### src/rtl/dmem_mmio.sv
// dmem_mmio: word-addressed data RAM plus LED, free-running cycle counter and TX byte FIFO
// registers, read combinationally for a single-cycle core.
module dmem_mmio #(
    parameter int RAM_WORDS  = 64,
    parameter int FIFO_DEPTH = 4
) (
    input  logic        clk,
    input  logic        reset,
    input  logic        MemWrite,
    input  logic [31:0] Addr,
    input  logic [31:0] WriteData,
    output logic [31:0] ReadData,
    output logic [7:0]  Leds,
    output logic [7:0]  TxData,
    output logic        TxValid,
    input  logic        TxReady
);
    localparam int RAW = $clog2(RAM_WORDS);
    localparam int PW  = $clog2(FIFO_DEPTH);
    localparam logic [PW:0] FULL_CNT = (PW + 1)'(FIFO_DEPTH);

    logic [31:0]   ram_q [RAM_WORDS];
    logic [7:0]    leds_q, leds_d;
    logic [31:0]   cyc_q, cyc_d;
    logic [7:0]    fifo_q [FIFO_DEPTH];
    logic [7:0]    fifo_d [FIFO_DEPTH];
    logic [PW-1:0] rd_ptr_q, rd_ptr_d, wr_ptr_q, wr_ptr_d;
    logic [PW:0]   cnt_q, cnt_d;
    logic          ovf_q, ovf_d;
    logic          mapped, ram_sel, led_sel, cyc_sel, txd_sel, txs_sel;
    logic          full, empty, pop, push_req, push;
    logic          unused_addr;

    assign unused_addr = ^Addr[1:0];

    always_comb begin
        mapped   = Addr[31:9] == '0;
        ram_sel  = mapped && !Addr[8];
        led_sel  = mapped && Addr[8:2] == 7'h40;
        cyc_sel  = mapped && Addr[8:2] == 7'h41;
        txd_sel  = mapped && Addr[8:2] == 7'h42;
        txs_sel  = mapped && Addr[8:2] == 7'h43;
        full     = cnt_q == FULL_CNT;
        empty    = cnt_q == '0;
        pop      = !empty && TxReady;
        push_req = MemWrite && txd_sel;
        // a full FIFO still accepts a byte when the head leaves in the same cycle
        push     = push_req && (!full || pop);
        leds_d   = MemWrite && led_sel ? WriteData[7:0] : leds_q;
        cyc_d    = MemWrite && cyc_sel ? WriteData : cyc_q + 32'd1;
        ovf_d    = push_req && !push ? 1'b1 : MemWrite && txs_sel ? 1'b0 : ovf_q;
        rd_ptr_d = pop ? rd_ptr_q + PW'(1) : rd_ptr_q;
        wr_ptr_d = push ? wr_ptr_q + PW'(1) : wr_ptr_q;
        cnt_d    = cnt_q + (PW + 1)'(push) - (PW + 1)'(pop);
        fifo_d   = fifo_q;
        if (push) fifo_d[wr_ptr_q] = WriteData[7:0];
        ReadData = ram_sel ? ram_q[Addr[RAW+1:2]] :
                   led_sel ? {24'd0, leds_q} :
                   cyc_sel ? cyc_q :
                   txs_sel ? {26'd0, ovf_q, cnt_q, full, empty} : 32'd0;
    end

    always_ff @(posedge clk or negedge reset) begin
        if (!reset) begin
            leds_q   <= '0;
            cyc_q    <= '0;
            rd_ptr_q <= '0;
            wr_ptr_q <= '0;
            cnt_q    <= '0;
            ovf_q    <= 1'b0;
            fifo_q   <= '{default: '0};
        end else begin
            leds_q   <= leds_d;
            cyc_q    <= cyc_d;
            rd_ptr_q <= rd_ptr_d;
            wr_ptr_q <= wr_ptr_d;
            cnt_q    <= cnt_d;
            ovf_q    <= ovf_d;
            fifo_q   <= fifo_d;
        end
    end

    // RAM keeps its contents across reset
    always_ff @(posedge clk) begin
        if (MemWrite && ram_sel) ram_q[Addr[RAW+1:2]] <= WriteData;
    end

    assign Leds    = leds_q;
    assign TxValid = !empty;
    assign TxData  = fifo_q[rd_ptr_q];
endmodule

### config.mk
export PLATFORM = sky130hd
export DESIGN_NAME = dmem_mmio
export DESIGN_NICKNAME = d
export VERILOG_FILES = /design/src/rtl/dmem_mmio.sv
export SDC_FILE = /design/constraint.sdc
export NUM_CORES = 2
export LEC_CHECK = 0
export CAP_MARGIN = 20
export CORE_ASPECT_RATIO = 0.75
export CORE_MARGIN = 4
export CORE_UTILIZATION = 45
export DETAILED_ROUTE_END_ITERATION = 8
export HOLD_SLACK_MARGIN = 0.05
export PLACE_DENSITY = 0.6
export SLEW_MARGIN = 20
export SYNTH_ARGS = -nofsm -noshare
export SYNTH_HDL_FRONTEND = slang
export SYNTH_SLANG_ARGS = --single-unit
### constraint.sdc
create_clock -name clk -period 4.9 [get_ports clk]
set_input_delay 0.49 -clock clk [delete_from_list [all_inputs] [get_ports clk]]
set_output_delay 0.49 -clock clk [all_outputs]
set_load 0.01 [all_outputs]
### Yosys cells after proc, flatten, opt, wreduce, memory -nomap -nowiden

Memory sizes are Yosys's and may differ from the RTL's.
Index checks and enable logic that the tools add are counted.

| cells by class | value |
|---|---|
| bitwise operators | 2 |
| order comparisons | 3 |
| reduce and logical (&&, ||, !) cells | 22 |
| eq/ne operators | 5 |
| add/subtract/negate cells | 5 |
| multiplexer cells | 15 |

Operators with widths:

| cell | count |
|---|---|
| $mux 32 | 4 |
| $add 32x1->32 const B | 1 |
| $bwmux 32 | 1 |
| $eq 7x7->1 const B | 4 |
| $mux 8 | 3 |
| $logic_not 23->1 | 1 |
| $bmux 8 s2 | 1 |
| $demux 8 s2 | 1 |
| $logic_and 1x1->1 | 14 |
| $ge 3x3->1 const B | 2 |
| $mux 6 | 1 |
| $not 2->3 | 2 |
| $add 2x1->2 const B | 2 |
| $logic_not 1->1 | 4 |
| $mux 1 | 4 |
| $add 3x1->3 | 1 |
| $eq 3x3->1 const B | 1 |
| $logic_not 3->1 | 1 |
| $lt 3x1->1 const B | 1 |
| $sub 3x1->3 | 1 |
| $reduce_bool 2->1 | 1 |
| $logic_or 1x1->1 | 1 |

| storage, ports and cells | value |
|---|---|
| memories kept | 1 |
| output and inout port bits | 49 |
| logic and storage cells | 63 |
| bits in registers | 80 |
| bits in writable memories | 2,048 |
| input bits | 68 |

Memory list:

| name | words | width | read ports | clocked after Yosys merged registers in | write ports | RTL line | source |
|---|---|---|---|---|---|---|---|
| ram_q | 64 | 32 | 1 | 0 | 1 | 22 | `logic [31:0] ram_q [RAM_WORDS];` |

### Logic depth before layout (Yosys ltp)

| depth | value |
|---|---|
| depth after elaboration | 8 |
| depth in mapped cells | 14 |
| mapped depth without buffers | 12 |

### Worst setup path before layout

No wires, ideal clock.

| timing path | value |
|---|---|
| path kind | in2reg |
| start | input Addr[4] |
| end | memory ram_q[13][0] (enable) |
| buffers on the path | 5 |
| arrival time | 3.071 ns |
| slack | 1.408 ns |
| setup time | 0.421 ns |
| stages | 8 |
| data required time | 4.479 ns |
| cells stage by stage | buf_4 buf_4 buf_4 buf_2 buf_2 and4_1 nand2_1 nor2_1 |

RTL lines:

| item | RTL line | source |
|---|---|---|
| from (decl) | 10 | `input logic [31:0] Addr,` |
| to (decl) | 22 |  |

Straight into the memory's write port.

### Worst setup path after layout

| timing path | value |
|---|---|
| start | input Addr[6] |
| end | output ReadData[27] |

| between the ends | value |
|---|---|
| cells in the longest elaborated chain, start to end | 5 |
| elaborated cells between the ends (all ways) | 8 |
| classes of those cells | eq/ne: 2; mux: 3; reduce/logical: 2; memory: 1 |

RTL lines:

| item | RTL line | source |
|---|---|---|
| parallel branches: the longest is 4 deep, another holds $mem_v2 64x32 | - |  |
| $mux 32 * | 57 | `ReadData = ram_sel ? ram_q[Addr[RAW+1:2]] :` |
| to (decl) | 12 | `output logic [31:0] ReadData,` |

Mark *: on every way between the ends.

==> results.md <==
- Crit start category: input port
- Setup slack at placement: between 0.15 and 0.2 ns
- Maxcap violations: 0
- Asr flop ratio synth: 3.759%
- Crit path max-delay family: buffers and inverters
- Worst slew margin: ~16%
- Most used flip-flop cell after synthesis: edfxtp_1
- Critical-path top delay cell: clkdlybuf4s50_1
- Clk slew on worst S/H paths: 0.06 ns
- FP Rows: 137
- Peak supply drop: between 0.0003 and 0.0004 V
- Clock Root Buffer: clkbuf_16
- Setup Skew: 0.02231 ns
- Final WL: 249700 um
- Hold WC Path Type: input port to register
- # setup viols final: 0
- Critical Path RT: 4.41 ns
- Sequential share of the synthesized area: between 70% and 80%
- Core area: 0.1862 mm2
- Post-Syn Instances: 4487
- Worst path cell trace: clkdlybuf4s50_1, buf_4, nand3b_1, a2111oi_0, a311oi_1, a41oi_1, buf_4, a221o_1, clkdlybuf4s50_1
- Distinct cell type count after synthesis: 78
- Synthesized area: 0.08441 mm2
- Detail Route Antenna Nets: 0
- Post-CTS setup buffers: 0
- First-pass GRT wire length: 347200 um
- PD cells: 379.5 mW/mm2
- GR Util All Layers: 25.38%
- Syn-to-layout area delta: 14.38%
- Largest net degree at the start of global routing: 72
- H-tree levels: 4
- RSZ-0062 raised after global routing: no
- CP max FO: 8
- Clock buffer depth: 3
- Top post-synthesis cells by area: edfxtp_1 73%, mux2i_1 6.8%, mux4_2 5.8%
- Initial antenna violation count: 15
- Number of synthesized flops with an enable pin: a little over 2000
- Vias in the first global route: around 44000
- Outcome: complete, no violations
- CTS Buf Count: 193
- Port bufs: 114
- Worst Setup Path Type: input port to output pin
- GRT Residual Overflow: 0
- Clock sink total: about 2100
- Final hold vios: 0
- TNS Setup: 0 ns
- Synth Register Bits: roughly 2100
- GPL Wtd Cong: 0.9687
- DR vias/cell: 6.105
- DP HPWL: 152100 um
- I/O Pins: 117
- Post-synth top area share: 72.86%
- Post-synthesis cell type with the largest combined area: edfxtp_1
- Router iterations before antenna repair: 6
- Syn_nets: 4563
- YS warnings: 0
- Critical Path Sink Type: output pin
- Final Max Tran Viols: 0
- Fin crit period: 4.880 ns
- Die Height: between 300 and 400 um
- Mapped Avg Cell Area: 18.81 um2
- Final worst slack: 0.02048 ns
- Clk Latency, worst-skew pair: 0.83 ns
- Worst path bufs/invs: 4
- Least-Margin Pin Slew: 1.260 ns
- Period utilisation layout: 99.58%
- Crit path DAT: about 4.4 ns
- Via count: ~46000
- Initial Util: between 40% and 50%
- Static leakage: approximately 0.032 uW
- DR WL/cell: 33.04 um
- Peak Freq: 204.9 MHz
- Count of nets after finishing: roughly 5000
- Ratio of cells with drive above 1 in the final layout: 20.78%
- Iteration-0 DRC count of the detailed router: just over 6000
- Residual DRC: 0
- DIE AREA: about 0.2 mm2
- CTS tree: yes
- Crit-path max cell delay: 0.90 ns
- Die width: 508.1 um
sequential cells by signal, summed over array words and instances, names as in the netlist:
register / count
cnt_q: 3
cyc_q: 32
Leds: 8
ram_q: 2048
wr_ptr_q: 2
rd_ptr_q: 2
fifo_q: 32
ovf_q: 1
cell usage in the layout, fill, tap and decap left out, types with 58 or more instances in the layout:
cell type,n
edfxtp_1,2048
mux2i_1,571
buf_4,300
mux4_2,218
clkbuf_16,196
a22oi_1,178
nand2_1,152
a21oi_1,110
nor2_1,84
dfrtp_1,80
nand3_1,79
o21ai_0,79
clkdlybuf4s50_1,77
nor2_4,66
o22ai_1,58
worst paths after layout:
check,start,endpoint,slack (ns),depth (start not counted)
hold reg to reg,ovf_q,ovf_q,0.49,2
max in group asynchronous,reset,ovf_q,3.72,3
setup / recovery,Addr[6],ReadData[27],0.02,9
min in group asynchronous,reset,fifo_q[29],0.45,3
setup reg to reg,cnt_q[1],cnt_q[2],1.83,10
hold / removal,WriteData[4],ram_q[8][4],0.13,1
cell type report:
type | count | area, um2
multi-input combinational | 2076 | 19510
clock inverter | 110 | 930.9
fill | 14990 | 89610
sequential | 2128 | 63500
tap | 2502 | 3131
clock buffer | 241 | 5104
timing repair buffer | 464 | 4234
antenna | 8 | 20.02
inverter | 30 | 117.6
layer usage:
metal	up-vias	GRT usage, %	share of wire, %
met3	418	6.942	10
met2	2451	36.39	44
met4	6	9.497	4.0
li1	19120	-	-
met1	24150	37.12	42
met5	-	0.3968	0.050
cell usage after synthesis, types with 60 or more instances:
| cell | n |
|---|---|
| a21oi_1 | 110 |
| mux2i_1 | 571 |
| nand2_1 | 152 |
| nor2_1 | 150 |
| clkbuf_1 | 60 |
| nand3_1 | 79 |
| o21ai_0 | 79 |
| mux4_2 | 218 |
| edfxtp_1 | 2048 |
| buf_2 | 77 |
| dfrtp_1 | 80 |
| a22oi_1 | 178 |
stage by stage:
stage               hold slack (ns)  cells  utilization, %  instance area [um2]  total power, uW
global placement             0.3259   7198           48.60                90470            22280
finish                       0.1274   7559           51.86                96550            36640
global route                 0.1173   7553           51.85                96530            37700
CTS                         0.07610   7551           51.85                96520            36840
floorplan                    0.1944   4487               -                84410            21250
detailed placement           0.3283   7198           48.60                90470            22300
kinds of logic (layout without fill, tap and decap cells):
family	count (synthesis)	after routing	share of synthesized area [%]
buffers and inverters	283	845	2.286
xor gates and xnor gates	35	35	0.3632
muxes	866	866	13.76
other	0	8	0
AOI/OAI and AO/OA	640	640	5.221
adders and majority gates	8	8	0.1275
and+or+nand+nor	527	527	3.015
DFF	2128	2128	75.23
power breakdown:
part           switching (uW)  internal, uW
clock network            6670          8030
registers             0.00276         19900
logic                    1390           630
worst reg2reg max path, cell delays in order, from the launching register on:
cell     delay [ns]
dfrtp_1        0.45
nor3_1         0.73
inv_1          0.17
and2_1         0.35
ha_1           0.35
inv_1          0.05
ha_1           0.13
inv_1          0.05
fa_1           0.40
xnor2_1        0.15
xnor2_1        0.13
repair_timing:
item,4_1_cts,5_1_grt
endpoints found under the hold margin,41,0
endpoints found under the setup margin,0,1
hold buffers,2,0
gates resized for setup,0,1
Note: power is estimated with default switching activity, not from simulation.
